[src/rtl/reg_dump_tx.sv]
// reg_dump_tx
//
// Sends a debug dump of a register file over a UART 8N1 line. Each dump
// sends one HEADER sync byte first. It then sends registers 0..NUM_REGS-1,
// each as four bytes, most significant byte first. Every byte goes out as a
// standard 8N1 frame: a start bit (0), eight data bits LSB-first, and a stop
// bit (1). Each bit lasts CLKS_PER_BIT clocks.
//
// Ports
//   clk         system clock, rising edge
//   rst         synchronous, active-high reset
//   start       dump request, only looked at while idle
//   reg_addr    debug read address into the register file
//   reg_output  combinational debug read data for reg_addr
//   tx          registered serial output, idles high
//   busy        high while a dump is in progress
//   done        one-cycle pulse when the dump has finished
//
// State      | meaning
// -----------+----------------------------------------------------------
// IDLE       | line idle, waiting for start
// SEND_HDR   | shifting out the HEADER frame
// FETCH      | reg_addr presented, register file read settling
// LOAD       | read data captured into shadow, first byte frame loaded
// SEND_BYTE  | shifting out the four shadow bytes back-to-back
// FINISH     | done pulse, busy already low

module reg_dump_tx #(
    parameter int unsigned CLKS_PER_BIT = 434,
    parameter int unsigned NUM_REGS     = 16,
    parameter logic [7:0]  HEADER       = 8'hA5
) (
    input  logic        clk,
    input  logic        rst,
    input  logic        start,
    output logic [3:0]  reg_addr,
    input  logic [31:0] reg_output,
    output logic        tx,
    output logic        busy,
    output logic        done
);

    // Wide enough for CLKS_PER_BIT-1.
    localparam int unsigned     BAUD_W    = (CLKS_PER_BIT > 1) ? $clog2(CLKS_PER_BIT) : 1;
    localparam logic [BAUD_W-1:0] BAUD_LAST = BAUD_W'(CLKS_PER_BIT - 1);
    localparam logic [3:0]      LAST_IDX  = 4'(NUM_REGS - 1);
    // Frame bit positions: 0 = start, 1..8 = data, 9 = stop.
    localparam logic [3:0]      STOP_BIT  = 4'd9;

    typedef enum logic [2:0] {
        IDLE,
        SEND_HDR,
        FETCH,
        LOAD,
        SEND_BYTE,
        FINISH
    } state_t;

    state_t              state_q;
    state_t              state_d;

    logic [BAUD_W-1:0]   baud_cnt;
    logic [3:0]          bit_cnt;
    logic [7:0]          shift_q;
    logic                tx_q;
    logic [3:0]          idx_q;
    logic [1:0]          byte_cnt;
    logic [31:0]         shadow_q;

    logic                sending;
    logic                bit_end;
    logic                frame_end;

    logic                load_frame;
    logic [7:0]          frame_byte;
    logic                clr_idx;
    logic                inc_idx;
    logic                capture;
    logic                clr_byte;
    logic                next_byte;

    function automatic logic [7:0] shadow_byte(input logic [31:0] word, input logic [1:0] sel);
        logic [7:0] b;
        case (sel)
            2'd0:    b = word[31:24];
            2'd1:    b = word[23:16];
            2'd2:    b = word[15:8];
            default: b = word[7:0];
        endcase
        return b;
    endfunction

    assign sending   = (state_q == SEND_HDR) || (state_q == SEND_BYTE);
    assign bit_end   = (baud_cnt == BAUD_LAST);
    assign frame_end = sending && bit_end && (bit_cnt == STOP_BIT);

    // ------------------------------------------------------------------
    // Next-state and control decode
    // ------------------------------------------------------------------
    always_comb begin
        state_d    = state_q;
        load_frame = 1'b0;
        frame_byte = 8'h00;
        clr_idx    = 1'b0;
        inc_idx    = 1'b0;
        capture    = 1'b0;
        clr_byte   = 1'b0;
        next_byte  = 1'b0;

        case (state_q)
            IDLE: begin
                if (start) begin
                    state_d    = SEND_HDR;
                    load_frame = 1'b1;
                    frame_byte = HEADER;
                    clr_idx    = 1'b1;
                end
            end

            SEND_HDR: begin
                if (frame_end) begin
                    state_d = FETCH;
                end
            end

            FETCH: begin
                state_d = LOAD;
            end

            LOAD: begin
                // The shadow register and the first frame load on the same
                // edge, so byte 0 comes straight from the read data that is
                // being captured.
                capture    = 1'b1;
                clr_byte   = 1'b1;
                load_frame = 1'b1;
                frame_byte = reg_output[31:24];
                state_d    = SEND_BYTE;
            end

            SEND_BYTE: begin
                if (frame_end) begin
                    if (byte_cnt == 2'd3) begin
                        if (idx_q == LAST_IDX) begin
                            state_d = FINISH;
                        end else begin
                            inc_idx = 1'b1;
                            state_d = FETCH;
                        end
                    end else begin
                        // The next frame's start bit replaces the idle level
                        // on this edge, so there is no gap between the bytes.
                        next_byte  = 1'b1;
                        load_frame = 1'b1;
                        frame_byte = shadow_byte(shadow_q, byte_cnt + 2'd1);
                    end
                end
            end

            FINISH: begin
                state_d = IDLE;
            end

            default: begin
                state_d = IDLE;
            end
        endcase
    end

    // ------------------------------------------------------------------
    // State register and datapath
    // ------------------------------------------------------------------
    always_ff @(posedge clk) begin
        if (rst) begin
            state_q  <= IDLE;
            baud_cnt <= '0;
            bit_cnt  <= '0;
            shift_q  <= '0;
            tx_q     <= 1'b1;
            idx_q    <= '0;
            byte_cnt <= '0;
            shadow_q <= '0;
        end else begin
            state_q <= state_d;

            if (load_frame) begin
                shift_q  <= frame_byte;
                tx_q     <= 1'b0;
                baud_cnt <= '0;
                bit_cnt  <= '0;
            end else if (sending) begin
                if (bit_end) begin
                    baud_cnt <= '0;
                    if (bit_cnt == STOP_BIT) begin
                        bit_cnt <= '0;
                    end else begin
                        bit_cnt <= bit_cnt + 4'd1;
                    end
                    // Leaving bit k puts bit k+1 on the line. The start bit
                    // and data bits 0..6 are followed by the next data bit.
                    // Data bit 7 is followed by the stop bit, and the stop
                    // bit is followed by idle.
                    if (bit_cnt < 4'd8) begin
                        tx_q    <= shift_q[0];
                        shift_q <= {1'b0, shift_q[7:1]};
                    end else begin
                        tx_q <= 1'b1;
                    end
                end else begin
                    baud_cnt <= baud_cnt + BAUD_W'(1);
                end
            end else begin
                tx_q     <= 1'b1;
                baud_cnt <= '0;
                bit_cnt  <= '0;
            end

            if (clr_idx) begin
                idx_q <= '0;
            end else if (inc_idx) begin
                idx_q <= idx_q + 4'd1;
            end

            if (clr_byte) begin
                byte_cnt <= '0;
            end else if (next_byte) begin
                byte_cnt <= byte_cnt + 2'd1;
            end

            if (capture) begin
                shadow_q <= reg_output;
            end
        end
    end

    assign tx       = tx_q;
    assign reg_addr = idx_q;
    assign busy     = (state_q != IDLE) && (state_q != FINISH);
    assign done     = (state_q == FINISH);

endmodule

[config.mk]
export PLATFORM = sky130hd
export DESIGN_NAME = reg_dump_tx
export DESIGN_NICKNAME = d
export VERILOG_FILES = /design/src/rtl/reg_dump_tx.sv
export SDC_FILE = /design/constraint.sdc
export NUM_CORES = 1
export LEC_CHECK = 0
export CAP_MARGIN = 20
export CORE_AREA = 2 2 77 79
export DETAILED_ROUTE_END_ITERATION = 6
export DIE_AREA = 0 0 79 81
export GPL_ROUTABILITY_DRIVEN = 1
export HOLD_SLACK_MARGIN = 0.02
export MAX_ROUTING_LAYER = met4
export PLACE_DENSITY = 0.78
export SLEW_MARGIN = 20
export SYNTH_ARGS = -nofsm -noshare
export SYNTH_HDL_FRONTEND = slang
export SYNTH_SLANG_ARGS = --single-unit
export TNS_END_PERCENT = 5
[constraint.sdc]
create_clock -name clk -period 2.19 [get_ports clk]
set_clock_uncertainty 0.15 [all_clocks]
set_input_delay 0.438 -clock clk [delete_from_list [all_inputs] [get_ports clk]]
set_output_delay 0.438 -clock clk [all_outputs]
set_load 0.005 [all_outputs]
Yosys cells after proc, flatten, opt, wreduce, memory -nomap -nowiden
Index checks and enable logic that the tools add are counted.

word-level totals
  bits in registers = 63
  logic and storage cells = 78
  input bits = 35
  output and inout port bits = 7

cells by class
  eq/ne operators = 17
  reductions and logical operators = 16
  mux-type cells = 31
  add/sub/neg operators = 4
  bitwise gates (word level) = 1
  order comparisons = 1

operators with widths
  kind                                                  count
  2-to-1 mux 8 bit                                      7
  case mux 8 bit (3 select lines)                       2
  2-to-1 mux 3 bit                                      5
  case mux 3 bit (5 select lines)                       1
  2-to-1 mux 1 bit                                      14
  adder 9 x 1 -> 9 bit (second input constant)          1
  equality test 9 bit (second input constant)           1
  adder 4 x 1 -> 4 bit (second input constant)          2
  equality test 4 bit (second input constant)           2
  equality test 3 x 2 -> 1 bit (second input constant)  2
  equality test 3 bit (second input constant)           2
  != test 2 bit (second input constant)                 3
  nonzero test 2 bit                                    3
  equality test 2 bit (second input constant)           2
  less-than comparator 4 bit (second input constant)    1
  2-to-1 mux 4 bit                                      1
  AND reduction 4 bit                                   1
  OR reduction 2 bit                                    2
  OR reduction 4 bit                                    1
  equality test 3 x 1 -> 1 bit (second input constant)  1
  logical AND 1 bit                                     3
  zero test 3 bit                                       1
  != test 3 x 1 -> 1 bit (second input constant)        1
  != test 3 bit (second input constant)                 1
  other kinds (10)                                      10

Longest topological paths before layout
Gate-level depths: netlist (run 1).

  depth after elaboration = 8
  gate-level depth with buffers = 8

Worst setup path after synthesis (run 1)
OpenSTA, ideal clock, no wires.

  path type = register to register
  from = reg baud_cnt[1]
  to = reg shift_q[5]
  arrival = 1.559 ns
  setup time = 0.086 ns
  setup slack = 0.395 ns
  period minus slack after synthesis = 1.795 ns
  path buffers = 1
  stages on the path, launching flop included = 9
  path through = dfxtp_1 -> inv_1 -> ha_1 -> and4b_1 -> buf_4 -> and3_4 -> o2bb2ai_2 -> o21bai_1 -> a211oi_1

on the way
  cells in the longest elaborated chain, start to end = 7

RTL lines
  element                          RTL line  text
  start: declaration               62        logic [BAUD_W-1:0] baud_cnt;
  start signal: assignment         210       baud_cnt <= baud_cnt + BAUD_W'(1);
  equality test 9 bit (*)          94        assign bit_end = (baud_cnt == BAUD_LAST);
  logical AND 1 bit (2 in a row)   95        assign frame_end = sending && bit_end && (bit_cnt == STOP_BIT);
  2-to-1 mux 1 bit                 142       if (frame_end) begin
  case mux 1 bit (3 select lines)  110       case (state_q)
  nonzero test 2 bit (no line)     -
  AND reduction 3 bit (no line)    -
  end signal: assignment           187       shift_q <= frame_byte;
  end signal: assignment           205       shift_q <= {1'b0, shift_q[7:1]};
  end: declaration                 64        logic [7:0] shift_q;

Mark *: on every way between the ends. The rest lies on a longest branch, timed or not.
A chain may end at the register's enable or synchronous reset.

Worst setup path in the final report (run 1)
  from = reg state_q[2]
  to = out done

on the way
  cells in the longest elaborated chain, start to end = 1

RTL lines
  element                   RTL line  text
  start: declaration        59        state_t state_q;
  start signal: assignment  184       state_q <= state_d;
  equality test 3 bit       239       assign done = (state_q == FINISH);
  end: declaration          40        output logic done

No other way between the ends.

==> metrics.txt, run 1 <==
count of max-cap constraint violations 0; worst flop-to-flop path startpoint byte_cnt[0]; ranking of synthesized cells by area sky130_fd_sc_hd__dfxtp_1 (43%), sky130_fd_sc_hd__nand2_1 (10%), sky130_fd_sc_hd__a21oi_1 (7.8%); mean instance size in the synthesized netlist 8.283 µm²; via count of the first global-routing pass 2410; number of max-slew violations in the final report 0; Worst R2R Setup Slack 200 ps; total CTS buffers 9; combined area of the multi-input logic cells 1560 µm²; type of destination of the critical path output port; initial core utilization between 50% and 60%; number of design-rule violations left by the first detailed-router iteration around 160; outcome complete, no violations; height of the die 81 µm; number of filler instances in the final layout 488; Peak VDD IR between 0.4 and 0.5 mV; instance count after placement with tap cells included 458; H-Tree Depth 3; Slew headroom 67.11%; global router's overall resource usage 22.57%; Buffers on Ports 41; share of the synthesized area in the top cell type 42.89%; average wire per standard cell 13.99 µm; hold slack final 309.2 ps; largest driver fanout on the critical path 7; end of the worst hold path shadow_q[22]; I/O pin count between 40 and 50; CP Class reg -> out; worst hold path depth 2; unrepaired setup endpoints after global routing no; Worst Path Required 1600 ps; top library cells by usage in the layout, fill and taps aside sky130_fd_sc_hd__nand2_1 (80), sky130_fd_sc_hd__dfxtp_1 (62), sky130_fd_sc_hd__a21oi_1 (46); Crit path arrival time 1510 ps; final hold violations 0; antenna cells 0; overall die area 6399 µm²; antenna violations before repair 0; accumulated negative setup slack 0 ps; Post-Layout Cell Count 474; clock tree from TritonCTS done; sequential cell area fraction in the yosys report 42.89%; slew at the pin closest to its max-slew limit between 400 and 500 ps; main flop type after synthesis sky130_fd_sc_hd__dfxtp_1; Pre-antenna DRT Iters 4; cell count after synthesis between 300 and 400; synth-to-layout area growth 24.94%; Placer Congestion 0.8355; post-synthesis register bit count 63; detailed-placement wirelength estimate roughly 4500 µm; min-delay worst type reg -> reg; remaining antenna violation count 0; nature of the critical path startpoint register; Post CTS Setup Buffer Count 0; min Tclk post-route approximately 2100 ps; EDFF count, synth 0; floorplan core area ~5700 µm²; fraction of layout cells with a size suffix above 1 10.78%; capture instance of the worst register-to-register path shift_q[4]; first-pass GRT wire length 10810 µm; post-synthesis cell area between 2000 and 3000 µm²; register clock-pin slew on the reported worst setup and hold paths 70 ps; Remaining Overflow, GRT 0; depth of the most critical reg-to-reg path 7; largest area contributor in the netlist sky130_fd_sc_hd__dfxtp_1; static leakage 0.001308 µW; total length of routed wires 6633 µm; Synth async-reset ratio 0%; Syn. warnings 0; power per cell area about 690 nW/µm²; # hold bufs at CTS 0; commonest non-fill, non-tap cell in the layout sky130_fd_sc_hd__nand2_1; total number of vias about 2600; pin count of the biggest net entering global routing 48; Worst Min Path Start shadow_q[22]; Avg Vias per Cell 5.460; setup-violating endpoint count in the final report 0; clock sink total 63; clock root buffer master sky130_fd_sc_hd__clkbuf_8; post-route DRC violation count 0; total nets after synthesis 398; count of unique library cells instantiated by Yosys 46; share of the clock period used by the worst path after layout 95.96%; DIE WIDTH between 70 and 80 µm; final net count between 400 and 500; later-pin clock latency in the skew report around 350 ps; placement row count 28; area taken by flip-flops and latches 1262 µm²; f_max 0.4758 GHz; buffer depth of the longest clock path 2
[synth_stat cells, drive strengths merged (2+ instances only)]
master	number
o221a	4
nor3b	4
a311oi	2
and4bb	2
a31oi	3
a222oi	8
clkbuf	17
nand3	11
buf	5
a211oi	2
and3	4
inv	6
o21bai	2
nand2	80
xnor2	9
nor3	5
dfxtp	63
o21ai	6
nand2b	4
a21oi	46
mux2	2
mux2i	6
xor2	5
nor2	37
nand4	3
ha	8
[per-stage QoR]
step / total power, µW / setup slack, ps / utilization (%) / area [µm²]
after floorplan: 1238 / 395.0 / - / 2940
after global placement: 1322 / 211.5 / 60.30 / 3422
after detailed placement: 1323 / 143.5 / 60.30 / 3422
after CTS: 2544 / 20.01 / 64.62 / 3667
after global routing: 2610 / 4.877 / 64.73 / 3674
final: 2529 / 88.37 / 64.73 / 3674
[registers in the layout, indices dropped and copies added (netlist names)]
signal	cells
tx	1
bit_cnt	4
shadow_q	32
byte_cnt	2
baud_cnt	9
shift_q	8
state_q	3
reg_addr	4
[worst max-delay path: stages (launching register included)]
cell                              delay (ps)
sky130_fd_sc_hd__dfxtp_2                 400
sky130_fd_sc_hd__inv_1                    90
sky130_fd_sc_hd__nor3b_2                 160
sky130_fd_sc_hd__clkdlybuf4s50_1         520
[layout make-up]
class | instances | area share (%)
clock buffers | 9 | 3.372
inverters | 6 | 0.6131
well taps | 75 | 2.554
repair buffers | 50 | 13.32
flip-flops and latches | 63 | 34.37
multi-input cells | 264 | 42.47
clock inverters | 7 | 3.304
[cells by family after synthesis]
kind of cell,synth area share [%]
simple gates,25.49
compound gates,16.98
flops,42.89
buf+inv,4.255
xor+xnor,4.170
mux,2.809
fa+ha+maj,3.404
[report_power, final]
part           leakage, µW  total (µW)  internal [µW]  switching (µW)
clock network     0.000112        1230            757             476
registers         0.000509        1160           1150            5.98
logic             0.000687         136           83.2            52.4
[metal layers]
metal	track usage [%]	wire length [µm]
met1	27.45	3036
met2	35.34	3032
met3	4.667	342
met4	12.24	221
met5	-	0
[how the worst max path moves through the flow]
| stage | slack, ps | start | endpoint | depth (start not counted) |
|---|---|---|---|---|
| finish | 90 | state_q[2] | done | 3 |
| global route | 5 | byte_cnt[0] | shift_q[4] | 7 |
| CTS | 20 | state_q[2] | done | 3 |
| detailed placement | 140 | baud_cnt[0] | shift_q[2] | 6 |
| global placement | 210 | start | shift_q[2] | 5 |
| floorplan | 390 | baud_cnt[1] | shift_q[5] | 8 |
[timing repair]
item / 4_1_cts / 5_1_grt
endpoints found under the setup margin: 2 / 5
endpoints found under the hold margin: 0 / 0
gates resized for setup: 2 / 2
pin swaps: 0 / 1
Power figures use the tool's default switching activity.
==> run 2, diff against run 1 <==
- CORE_AREA: 2 2 77 79 -> 2 2 73 127
- CTS_CLUSTER_SIZE: not set -> 24
- DIE_AREA: 0 0 79 81 -> 0 0 75 129
- PLACE_DENSITY: 0.78 -> not set
==> metrics.txt, run 2 (same netlist as run 1, synthesis figures left out) <==
height of the die 129 µm; buffer depth of the longest clock path 2; antenna violations before repair 0; clock sink total 63; share of the clock period used by the worst path after layout 95.06%; slew at the pin closest to its max-slew limit 544.3 ps; via count of the first global-routing pass between 2000 and 2500; type of destination of the critical path output port; Pre-antenna DRT Iters 4; final core occ 44.37%; Slew headroom 63.71%; accumulated negative setup slack 0 ps; power share of the sequential group 42.5%; number of max-slew violations in the final report 0; total CTS buffers 9; CP peak stage delay 530 ps; later-pin clock latency in the skew report about 330 ps; floorplan core area 8615 µm²; clock root buffer master sky130_fd_sc_hd__clkbuf_16; Int Power 2211 µW; global router's overall resource usage between 10% and 20%; f_max between 0.4 and 0.5 GHz; total net switching power 535.3 µW; H-Tree Depth 3; min-delay worst type reg -> reg; Buffers on Ports 41; Worst R2R Setup Slack 210 ps; detailed-placement wirelength estimate 5156 µm; clock tree from TritonCTS done; overall die area 9675 µm²; # hold bufs at CTS 0; flip-flop count of the largest register, all copies and words added 32; final hold violations 0; DIE WIDTH 75 µm; I/O pin count 42; static leakage approximately 0.0014 µW; fraction of layout cells with a size suffix above 1 10.75%; pin count of the biggest net entering global routing 48; number of design-rule violations left by the first detailed-router iteration 97; Crit path arrival time about 1500 ps; unrepaired setup endpoints after global routing no; min Tclk post-route 2082 ps; fraction of power spent switching nets roughly 19%; placement row count 45; final net count between 400 and 500; synth-to-layout area growth 30.00%; nature of the critical path startpoint register; total length of routed wires 6903 µm; CP Class reg -> out; initial core utilization 34.13%; Avg Vias per Cell 4.886; total number of vias 2526; first-pass GRT wire length ~12000 µm; crit-path cells inv_1, nor3b_1, clkdlybuf4s50_1; outcome complete, no violations; Worst Path Required 1600 ps; Max stage delay cell, worst path sky130_fd_sc_hd__clkdlybuf4s50_1; portion of total power attributed to combinational logic 5.0%; largest driver fanout on the critical path 5; power per cell area between 700 and 800 nW/µm²; register clock-pin slew on the reported worst setup and hold paths 50 ps; Peak VDD IR 0.4444 mV; Largest regs shadow_q: 32 flops, baud_cnt: 9 flops, shift_q: 8 flops; antenna cells 0; register name with the most flops shadow_q; top library cells by usage in the layout, fill and taps aside sky130_fd_sc_hd__nand2_1 (80), sky130_fd_sc_hd__dfxtp_1 (60), sky130_fd_sc_hd__a21oi_1 (46); part of the total power dissipated in the clock network ~53%; average wire per standard cell 13.35 µm; setup-violating endpoint count in the final report 0; remaining antenna violation count 0; commonest non-fill, non-tap cell in the layout sky130_fd_sc_hd__nand2_1; count of max-cap constraint violations 0; post-route DRC violation count 0; Placer Congestion 0.8083; Remaining Overflow, GRT 0
[run 2: cell count changes in the layout (fill, tap and decap cells not counted), moves of 2 or more]
cell | before | now
sky130_fd_sc_hd__buf_12 | 1 | 3
sky130_fd_sc_hd__bufinv_16 | 3 | 1
sky130_fd_sc_hd__clkbuf_16 | 0 | 9
sky130_fd_sc_hd__clkbuf_8 | 9 | 3
sky130_fd_sc_hd__clkinv_2 | 0 | 2
sky130_fd_sc_hd__clkinvlp_4 | 3 | 0
sky130_fd_sc_hd__dfxtp_1 | 62 | 60
[run 2: worst paths after layout]
| path | from | endpoint | cells past startpoint |
|---|---|---|---|
| setup / recovery | state_q[2] | done | 3 |
| hold / removal | shadow_q[27] | shadow_q[27] | 2 |
| setup reg to reg | baud_cnt[0] | shift_q[0] | 6 |
| hold reg to reg | shadow_q[27] | shadow_q[27] | 2 |
[run 2: final cells by class]
cell class | count | area [µm²]
clock buffer | 13 | 270.3
timing repair buffer | 51 | 521.8
tap | 117 | 146.4
inverter | 6 | 22.52
fill | 840 | 4792
clock inverter | 3 | 40.04
sequential | 63 | 1267
multi-input combinational | 264 | 1554
[run 2: metal layers]
metal  global-route usage, %  vias to the layer above  share of wire (%)
met5                       -                        -                  0
met4                   9.139                        0                3.1
met3                   3.837                       10                2.9
met2                   27.86                       43                 55
met1                   17.60                     1161                 39
li1                        -                     1312                  -
[run 2: power groups by stage]
stage          combinational [µW]  clock (µW)  sequential, µW
4_1_cts                       138        1480            1170
6_report                      137        1440            1170
3_3_place_gp                  137           0            1190
3_5_place_dp                  138           0            1190
2_1_floorplan                52.5           0            1190
5_1_grt                       151        1530            1170
[run 2: worst max-delay path, delay by kind of cell (launching register included)]
kind / cells / cell delay (ps)
buf+inv: 2 / 610
flops: 1 / 370
simple gates: 1 / 180
[run 2: stage by stage]
step           instances  area, µm²  worst slack, ps  hold slack (ps)  total power, µW
3_5_place_dp         501       3507            164.8            298.7             1328
4_1_cts              517       3820            12.39            307.0             2783
5_1_grt              517       3822            20.99            323.2             2843
2_1_floorplan        355       2940            395.0            279.5             1238
3_3_place_gp         501       3507            221.6            292.9             1325
6_report             517       3822            108.1            306.3             2746
[run 2: timing repair]
item                                   CTS  global route
endpoints found under the hold margin    0             0
setup buffers                            0             0
gates resized for setup                  3             2
setup endpoints to repair                1             1
==> run 3, diff against run 2 <==
- PLACE_DENSITY: not set -> 0.64
- SKIP_LAST_GASP: not set -> 1
==> metrics.txt, run 3 (same netlist as run 1, synthesis figures left out) <==
min-delay worst type reg -> reg; share of the clock period used by the worst path after layout 97.91%; outcome complete, no violations; top library cells by usage in the layout, fill and taps aside sky130_fd_sc_hd__nand2_1 (80), sky130_fd_sc_hd__dfxtp_1 (61), sky130_fd_sc_hd__a21oi_1 (46); overall die area 9675 µm²; global router's overall resource usage 16.33%; final core occ 44.05%; CP Class reg -> out; first-pass GRT wire length 11540 µm; min Tclk post-route 2144 ps; initial core utilization roughly 34%; remaining antenna violation count 0; height of the die 129 µm; fraction of layout cells with a size suffix above 1 10.30%; unrepaired setup endpoints after global routing no; I/O pin count 42; total length of routed wires between 6000 and 7000 µm; type of destination of the critical path output port; Crit path arrival time 1560 ps; Slew headroom 64.99%; pin count of the biggest net entering global routing 48; Int Power between 2000 and 2500 µW; antenna violations before repair 0; later-pin clock latency in the skew report 330 ps; final net count 436; portion of total power attributed to combinational logic under 10%; Remaining Overflow, GRT 0; number of max-slew violations in the final report 0; Worst Path Required 1600 ps; detailed-placement wirelength estimate ~5000 µm; accumulated negative setup slack 0 ps; post-route DRC violation count 0; Post-Layout Cell Count 515; power per cell area 723.4 nW/µm²; power share of the sequential group 42.4%; final hold violations 0; largest driver fanout on the critical path 12; clock tree from TritonCTS done; Max stage delay cell, worst path sky130_fd_sc_hd__clkdlybuf4s50_1; clock root buffer master sky130_fd_sc_hd__clkbuf_16; DIE WIDTH 75 µm; # hold bufs at CTS 0; Avg Vias per Cell 4.950; Placer Congestion about 0.87; static leakage 0.001348 µW; instance count after placement with tap cells included 499; total number of vias 2549; total CTS buffers 9; Largest regs shadow_q: 32 flops, baud_cnt: 9 flops, shift_q: 8 flops; buffer depth of the longest clock path 2; floorplan core area 8615 µm²; slew at the pin closest to its max-slew limit between 500 and 600 ps; total power after layout 2745 µW; Peak VDD IR a little over 0.5 mV; crit-path cells nor3b_1, clkdlybuf4s50_1; register name with the most flops shadow_q; fraction of power spent switching nets 20.74%; flip-flop count of the largest register, all copies and words added 32; Buffers on Ports 41; commonest non-fill, non-tap cell in the layout sky130_fd_sc_hd__nand2_1; total net switching power between 500 and 600 µW; part of the total power dissipated in the clock network a little over half; average wire per standard cell around 13 µm; register clock-pin slew on the reported worst setup and hold paths approximately 50 ps; Pre-antenna DRT Iters 4; antenna cells 0; placement row count 45; via count of the first global-routing pass 2411; clock sink total 63; CP peak stage delay 540 ps; count of max-cap constraint violations 0; setup-violating endpoint count in the final report 0; synth-to-layout area growth 29.06%; nature of the critical path startpoint register; H-Tree Depth 3; number of design-rule violations left by the first detailed-router iteration 118; f_max about 0.47 GHz
run 3: changes by cell type in the layout (fill, tap and decap cells not counted), sizes merged:
cell and delta:
clkbuf -2, clkinv +1, clkinvlp +1, buf -2
run 3: worst paths after layout:
| check | to | cells after the start | start | slack, ps |
|---|---|---|---|---|
| setup reg to reg | shift_q[0] | 6 | baud_cnt[0] | 200 |
| hold / removal | shadow_q[31] | 2 | shadow_q[31] | 300 |
| setup / recovery | done | 2 | state_q[1] | 50 |
| hold reg to reg | shadow_q[31] | 2 | shadow_q[31] | 300 |
run 3: repair_timing:
| item | 4_1_cts | 5_1_grt |
|---|---|---|
| setup endpoints to repair | 2 | 1 |
| setup buffers | 0 | 0 |
| resized for setup | 4 | 1 |
run 3: layer usage:
| layer | vias up | routed length, µm | GRT usage [%] |
|---|---|---|---|
| li1 | 1311 | - | - |
| met4 | 0 | 192 | 8.508 |
| met3 | 11 | 237 | 4.072 |
| met5 | - | 0 | - |
| met1 | 1176 | 2639 | 17.95 |
| met2 | 51 | 3789 | 26.52 |
run 3: area by class of cell:
class	instances	area [µm²]
Sequential cell	63	1269
Clock buffer	11	252.7
Multi-Input combinational cell	264	1554
Tap cell	117	146.4
Inverter	6	22.52
Clock inverter	5	56.30
Fill cell	826	4820
Timing Repair Buffer	49	494.2
run 3: power groups by stage:
| stage | combinational (µW) | sequential (µW) | clock (µW) |
|---|---|---|---|
| finish | 132 | 1170 | 1450 |
| global route | 146 | 1170 | 1530 |
| CTS | 134 | 1170 | 1480 |
| detailed placement | 134 | 1190 | 0 |
| global placement | 132 | 1190 | 0 |
| floorplan | 52.5 | 1190 | 0 |
run 3: worst max-delay path, delay by kind of cell (launching register included):
family	cells	cell delay (ps)
AND/OR/NAND/NOR	1	260
buffers and inverters	1	540
flip-flops	1	430
run 3: per-stage QoR:
step,setup WS [ps],hold slack [ps],instance area [µm²]
finish,45.68,304.9,3795
global route,12.89,320.5,3795
floorplan,395.0,279.5,2940
detailed placement,164.2,297.1,3480
CTS,30.92,304.1,3792
global placement,207.1,290.4,3480
